==> config.mk <==
export PLATFORM = sky130hd
export DESIGN_NAME = mult_div_unit
export DESIGN_NICKNAME = d
export VERILOG_FILES = /design/src/rtl/mult_div_unit.sv
export SDC_FILE = /design/constraint.sdc
export NUM_CORES = 1
export LEC_CHECK = 0
export BUFFER_PORTS_ARGS = -buffer_cell sky130_fd_sc_hd__buf_2
export CAP_MARGIN = 20
export CORE_MARGIN = 10
export CORE_UTILIZATION = 42
export DETAILED_ROUTE_END_ITERATION = 7
export PLACE_DENSITY_LB_ADDON = 0.3
export SLEW_MARGIN = 20
export SYNTH_ARGS = -nofsm -noshare
export SYNTH_HDL_FRONTEND = slang
export SYNTH_SLANG_ARGS = --single-unit
==> constraint.sdc <==
create_clock -name clock -period 8.6 [get_ports clock]
set_input_delay 0.86 -clock clock [delete_from_list [all_inputs] [get_ports clock]]
set_output_delay 0.86 -clock clock [all_outputs]
set_load 0.02 [all_outputs]
==> src/rtl/mult_div_unit.sv <==
// Multicycle multiply/divide sequencer that owns the HI/LO result registers.
// It produces one result bit per cycle: shift-add multiply and restoring divide on operand magnitudes.
module mult_div_unit #(
  parameter int WIDTH  = 32,
  parameter bit SIGNED = 1'b1,
  parameter int CNT_W  = $clog2(WIDTH) + 1
) (
  input  logic             clock,
  input  logic             reset,
  input  logic             start,
  input  logic             op,
  input  logic [WIDTH-1:0] a,
  input  logic [WIDTH-1:0] b,
  output logic             busy,
  output logic             done,
  output logic             div_zero,
  output logic [WIDTH-1:0] hi,
  output logic [WIDTH-1:0] lo
);

  typedef enum logic [1:0] {IDLE, RUN, FIX, DZ} state_e;

  state_e               state_q;
  logic [CNT_W-1:0]     cnt_q;
  logic                 op_q;
  logic                 neg_a_q;
  logic                 neg_b_q;
  logic [WIDTH-1:0]     opnd_q;    // multiplicand or divisor magnitude
  logic [2*WIDTH-1:0]   acc_q;     // product accumulator; low half is the quotient when dividing
  logic [WIDTH-1:0]     rem_q;
  logic [WIDTH-1:0]     hi_q;
  logic [WIDTH-1:0]     lo_q;
  logic                 busy_q;
  logic                 done_q;
  logic                 dz_q;

  logic                 sign_a;
  logic                 sign_b;
  logic [WIDTH-1:0]     mag_a;
  logic [WIDTH-1:0]     mag_b;
  logic [WIDTH:0]       mul_sum_d;
  logic [2*WIDTH-1:0]   mul_step_d;
  logic [WIDTH:0]       div_shift_d;
  logic                 div_ge_d;
  logic [WIDTH-1:0]     rem_step_d;
  logic [WIDTH-1:0]     quo_step_d;
  logic [2*WIDTH-1:0]   prod_d;
  logic [WIDTH-1:0]     quo_d;
  logic [WIDTH-1:0]     rem_d;
  logic [WIDTH-1:0]     fix_hi_d;
  logic [WIDTH-1:0]     fix_lo_d;

  // The magnitude of MIN wraps to itself, which reads correctly as 2^(WIDTH-1) unsigned.
  assign sign_a = SIGNED && a[WIDTH-1];
  assign sign_b = SIGNED && b[WIDTH-1];
  assign mag_a  = sign_a ? -a : a;
  assign mag_b  = sign_b ? -b : b;

  always_comb begin
    mul_sum_d   = {1'b0, acc_q[2*WIDTH-1:WIDTH]} + {1'b0, opnd_q};
    mul_step_d  = acc_q[0] ? {mul_sum_d, acc_q[WIDTH-1:1]} : {1'b0, acc_q[2*WIDTH-1:1]};

    div_shift_d = {rem_q, acc_q[WIDTH-1]};
    div_ge_d    = div_shift_d >= {1'b0, opnd_q};
    rem_step_d  = div_ge_d ? WIDTH'(div_shift_d - {1'b0, opnd_q}) : div_shift_d[WIDTH-1:0];
    quo_step_d  = {acc_q[WIDTH-2:0], div_ge_d};

    // Quotient sign follows the operand signs; remainder follows the dividend (truncation toward zero).
    prod_d      = (neg_a_q ^ neg_b_q) ? -acc_q : acc_q;
    quo_d       = (neg_a_q ^ neg_b_q) ? -acc_q[WIDTH-1:0] : acc_q[WIDTH-1:0];
    rem_d       = neg_a_q ? -rem_q : rem_q;
    fix_hi_d    = op_q ? rem_d : prod_d[2*WIDTH-1:WIDTH];
    fix_lo_d    = op_q ? quo_d : prod_d[WIDTH-1:0];
  end

  // NOTE: working registers are cleared on reset too, so an abandoned operation leaves no residue.
  always_ff @(posedge clock or negedge reset) begin
    if (!reset) begin
      state_q <= IDLE;
      cnt_q   <= '0;
      op_q    <= 1'b0;
      neg_a_q <= 1'b0;
      neg_b_q <= 1'b0;
      opnd_q  <= '0;
      acc_q   <= '0;
      rem_q   <= '0;
      hi_q    <= '0;
      lo_q    <= '0;
      busy_q  <= 1'b0;
      done_q  <= 1'b0;
      dz_q    <= 1'b0;
    end else begin
      done_q <= 1'b0;
      dz_q   <= 1'b0;
      unique case (state_q)
        IDLE: begin
          if (start) begin
            op_q    <= op;
            neg_a_q <= sign_a;
            neg_b_q <= sign_b;
            opnd_q  <= op ? mag_b : mag_a;
            acc_q   <= {{WIDTH{1'b0}}, (op ? mag_a : mag_b)};
            rem_q   <= '0;
            cnt_q   <= '0;
            busy_q  <= 1'b1;
            state_q <= (op && (b == '0)) ? DZ : RUN;
          end
        end
        RUN: begin
          acc_q <= op_q ? {{WIDTH{1'b0}}, quo_step_d} : mul_step_d;
          if (op_q) rem_q <= rem_step_d;
          cnt_q <= cnt_q + 1'b1;
          if (cnt_q == CNT_W'(WIDTH - 1)) state_q <= FIX;
        end
        FIX: begin
          hi_q    <= fix_hi_d;
          lo_q    <= fix_lo_d;
          done_q  <= 1'b1;
          busy_q  <= 1'b0;
          state_q <= IDLE;
        end
        DZ: begin
          done_q  <= 1'b1;
          dz_q    <= 1'b1;
          busy_q  <= 1'b0;
          state_q <= IDLE;
        end
        default: state_q <= IDLE;
      endcase
    end
  end

  assign busy     = busy_q;
  assign done     = done_q;
  assign div_zero = dz_q;
  assign hi       = hi_q;
  assign lo       = lo_q;

endmodule
---- After elaboration in Yosys (flattened, before gate mapping) ----
Cells that the tools add are included.
word-level totals
  input port bits ......................... 68
  output and inout bits ................... 67
  flip-flop bits (word level) ............. 206
  word-level logic and storage cells ...... 68
operators by class
  reductions and logical operators ........ 11
  bitwise operators ....................... 1
  equal/unequal tests ..................... 7
  multiplexer cells ....................... 27
  add/sub/neg operators ................... 8
  order comparisons ....................... 1
operators with widths
  kind                                                                   number
  32-bit 2-to-1 mux                                                      11
  64-bit 2-to-1 mux                                                      4
  32-bit negation                                                        4
  64-bit case mux with 2 select lines                                    1
  64-bit negation                                                        1
  32-bit case mux with 2 select lines                                    1
  32-bit by 32-bit adder with 33-bit output                              1
  33-bit by 32-bit greater-or-equal comparator with 1-bit output         1
  32-bit logical NOT                                                     1
  32-bit subtractor                                                      1
  6-bit case mux with 2 select lines                                     1
  2-bit AND reduction                                                    4
  6-bit by 1-bit adder with 6-bit output, second input constant          1
  6-bit by 5-bit equality test with 1-bit output, second input constant  1
  2-bit 2-to-1 mux                                                       3
  6-bit 2-to-1 mux                                                       1
  2-bit inequality test, second input constant                           3
  2-bit case mux with 3 select lines                                     1
  2-bit equality test, second input constant                             2
  2-bit nonzero test                                                     2
  1-bit 2-to-1 mux                                                       3
  3-bit AND reduction                                                    1
  2-bit by 1-bit equality test with 1-bit output, second input constant  1
  2-bit logical NOT                                                      1
  other kinds (4)                                                        4

---- Logic depth before layout (Yosys ltp) ----
  depth in word-level cells ............... 5
  depth in mapped cells ................... 14
  gate-level depth less buffers ........... 14

---- Worst setup path before layout ----
Ideal clock, no wire load.
  kind .................................... register -> register
  start ................................... reg acc_q[31]
  end ..................................... reg rem_q[28]
  cell stages (with the launch flop) ...... 15
  clock period less this slack ............ 3.210 ns
  slack ................................... 5.390 ns
  buffers on the path ..................... 0
  library setup time ...................... 0.076 ns
  arrival time ............................ 3.133 ns
  cells stage by stage .................... dfrtp_1 -> inv_1 -> ha_1 -> inv_1 -> fa_1 -> a211o_1 -> a2111oi_0 -> o21bai_1 -> a21oi_1 -> o21ai_1 -> a311o_1 -> a21oi_1 -> xnor2_1 -> mux2i_1 -> o21ai_1
between the ends
  longest elaborated chain between the ends .. 4
ends and longest elaborated chain
  what                                                                                                        line    source
  start, declared                                                                                             29      logic [2*WIDTH-1:0] acc_q;
  start signal, assigned                                                                                      102     acc_q <= {{WIDTH{1'b0}}, (op ? mag_a : mag_b)};
  start signal, assigned                                                                                      110     acc_q <= op_q ? {{WIDTH{1'b0}}, quo_step_d} : mul_step_d;
  32-bit subtractor / 33-bit by 32-bit greater-or-equal comparator with 1-bit output (equally long branches)  65, 64
  32-bit 2-to-1 mux (*)                                                                                       65      rem_step_d = div_ge_d ? WIDTH'(div_shift_d - {1'b0, opnd_q}) : div_shift_d[WIDTH-1:0];
  32-bit 2-to-1 mux (*)                                                                                       111     if (op_q) rem_q <= rem_step_d;
  32-bit case mux with 2 select lines (*)                                                                     95      unique case (state_q)
  end signal, assigned                                                                                        111
  end, declared                                                                                               30      logic [WIDTH-1:0] rem_q;
Every way passes the cells marked *; elsewhere a longest branch is shown, timed or not. The select of a mux whose other input is x is not followed.
A chain may end at the register's enable or synchronous reset.

---- Worst setup path after layout ----
Same ends and word-level chain as after synthesis.

==> impl_metrics.ini <==
[finish]
finalInstanceArea_um2 = 17900
num_antenna_cells = 0
fin_nets = 2182
final_cells = 2572
area_growth_pct = 12.1
final_layout_size_suffix_gt1_share_pct = 11.5

[clock_network]
htree_levels = 1
numClockSinks = 206
numCtsBuffers = 24
clk-insertion-delay-late_ns = 0.55
cts_tree = yes
clkTransAtPathRegs_ns = 0.06
holdBufCountCts = 0
cts_resized = 0
root_buffer = clkbuf_16
clock_path_buffers = 3
cts_setup_buffers = 0

[power]
cellPowerDensity_nw_per_um2 = 366
power.net_switching_mw = 3.15
power_frac_comb_pct = 55.0
ir_drop_v = 0.000172
p_seq_share_pct = 27.5
netSwitchingFraction_pct = 48.1
power.leakage_nw = 7.86
p_int_mw = 3.40
clkPwrFrac_pct = 17.5

[routing]
routed_wl_um = 53300
viasPerCell = 5.85
post_drt_wl_per_cell_um = 20.7
drt_pre_antenna_iters = 5
vias = 15000
ant_nets = 0
first_iter_violations = 1416
drc = 0

[die]
die_h_um = 215
dieArea_um2 = 46300
rows = 71
fp.coreArea_um2 = 37600
initial_core_util_pct = 42.5
die_x_um = 215
io_pins = 135

[place]
placed_area_um2 = 17000
io_buffers = 134
place.gp.congestion = 0.964
dp.cells = 2528
dp_hpwl_um = 40900

[synth]
synth_cell_types = 75
synthesis.instances = 1984
yosysSeqAreaShare_pct = 32.3
ys_async_sr_fraction_pct = 100
netlist_area_um2 = 16000
synthTopCellsByArea = dfrtp_1, o21ai_0, nand2_1
synth-edff-count = 0
yosysTopAreaCell = dfrtp_1
yosysMostFrequentCell = nand2_1
syn_nets = 2123
synth_commonest_cells = nand2_1, o21ai_0, dfrtp_1
yosys_warnings = 0
synth_top_area_share_pct = 32.3
syn_avg_cell_area_um2 = 8.05
synth-seq-cells = 206
synth-main-ff-cell = dfrtp_1

[flow_run]
drv_cap = 0

[status]
status = finished clean

[worst_setup_path]
slowest_delay_ns = 0.44
crit_cells = 14
slowest_stage = a2111oi_0
cp_cell_sequence = inv_1, ha_1, inv_1, fa_1, a211o_1, a2111oi_0, o21bai_1, a21oi_1, o21ai_1, a311o_1, a21oi_1, xnor2_1, mux2i_1, o21ai_1
path_delay_family = compound AO/OA/AOI/OAI gates
path_buf_inv = 2
path_class = reg2reg
rr_startpoint = acc_q[31]
cp.arrival_ns = 4.25
start_kind = register
path_max_fanout = 6
cp-end-kind = register
r2r_cells = 14
cp_data_required_time_ns = 9.05
rrSetupSlack_ns = 4.80
r2r_end = rem_q[28]

[timing]
finalCriticalPeriod_ns = 3.80
finClkSkew_ns = 0.0210
tns_ns = 0
holdWs_ns = 0.365
drv_slew = 0
hold_viol = 0
rsz0062_at_grt = no
setup_viol_count_final = 0
fin_crit_sh_pct = 44.2
max_slew_margin_pct = 33.2
worst_pin_slew_ns = 1.00
clock.fmax_mhz = 263

[global_route]
gr-usage-met3_pct = 4.33
grt_pass1_vias = 14200
grt_max_degree = 104
grt_pass1_wl_um = 83000
met1_usage_pct = 31.2
grt-busiest-layer = met2
use_met2_pct = 33.7
antenna_found_initial = 1
overflow = 0
grtUsageTotal_pct = 22.3

[hold_path]
worstHoldPathType = in2async
final cells by class:
class | instances | area (um2)
Clock buffer | 24 | 601
Clock inverter | 20 | 280
Fill cell | 3710 | 19700
Inverter | 63 | 236
Multi-Input combinational cell | 1599 | 10200
Sequential cell | 206 | 5160
Tap cell | 511 | 639
Timing Repair Buffer | 149 | 792
worst max path at each step:
stage | from | endpoint | slack, ns
2_1_floorplan | acc_q[31] | rem_q[28] | 5.39
3_3_place_gp | acc_q[31] | rem_q[28] | 4.91
3_5_place_dp | acc_q[31] | rem_q[28] | 4.86
4_1_cts | acc_q[31] | rem_q[28] | 4.81
5_1_grt | acc_q[31] | rem_q[28] | 4.51
6_report | acc_q[31] | rem_q[28] | 4.80
worst reg2reg max path, cell delays in order, from the launching register on:
cell and delay, ns:
dfrtp_1 0.43, inv_1 0.12, ha_1 0.18, inv_1 0.06, fa_1 0.42, a211o_1 0.30, a2111oi_0 0.44, o21bai_1 0.28
a21oi_1 0.38, o21ai_1 0.17, a311o_1 0.38, a21oi_1 0.17, xnor2_1 0.14, mux2i_1 0.09, o21ai_1 0.13
state kept, by name, indices dropped and copies added, names as in the netlist:
register / cells
done: 1
div_zero: 1
state_q: 2
rem_q: 32
lo: 32
acc_q: 64
cnt_q: 6
hi: 32
neg_a_q: 1
busy: 1
opnd_q: 32
op_q: 1
neg_b_q: 1
kinds of logic (layout without fill, tap and decap cells):
| logic type | after synthesis | count (layout) | synth area share (%) |
|---|---|---|---|
| simple gates | 594 | 594 | 17.4 |
| buf+inv | 179 | 256 | 4.27 |
| compound gates | 669 | 669 | 25.4 |
| fa+ha+maj | 71 | 71 | 5.65 |
| flops | 206 | 206 | 32.3 |
| xor+xnor | 202 | 202 | 11.1 |
| mux | 63 | 63 | 3.96 |
power groups by stage:
stage	sequential [mW]	clock (mW)	combinational, mW
2_1_floorplan	1.51	0	2.81
3_3_place_gp	1.78	0	3.50
3_5_place_dp	1.79	0	3.54
4_1_cts	1.78	1.17	3.56
5_1_grt	1.84	1.20	4.00
6_report	1.80	1.15	3.60
cells in the final DEF (no fill, tap or decap), drive strengths merged, types with 5 or more instances in the layout:
cell type	Yosys	final
nand4	12	12
a211oi	27	27
nor2	112	112
a21oi	148	148
xnor2	100	100
xor2	102	102
dfrtp	206	206
nand2b	25	25
buf	18	148
a21o	34	34
o21bai	9	9
nand3	37	37
nand2	275	275
o21a	6	6
clkinv	1	11
or3	24	24
inv	62	63
bufinv	0	6
o211ai	31	31
a22oi	23	23
nor4	20	20
nor3	24	24
o41ai	22	22
nor2b	9	9
or2	7	7
o22ai	5	5
and3	12	12
clkbuf	98	25
o21ai	278	278
ha	69	69
or4	15	15
o31ai	33	33
and2	11	11
a31oi	16	16
mux2i	61	61
metrics by stage:
| step | power, mW | setup WS, ns | util, % |
|---|---|---|---|
| 2_1_floorplan | 4.32 | 5.39 | - |
| 3_3_place_gp | 5.28 | 4.91 | 45.3 |
| 3_5_place_dp | 5.33 | 4.86 | 45.3 |
| 4_1_cts | 6.51 | 4.81 | 47.7 |
| 5_1_grt | 7.05 | 4.51 | 47.7 |
| 6_report | 6.55 | 4.80 | 47.7 |
routing by layer:
metal / part of all wire [%] / wire length [um]
met2: 43 / 23200
met3: 7.6 / 4030
met5: 0.024 / 13
met1: 46 / 24400
met4: 3.2 / 1720
(Power assumes the default switching activity.)
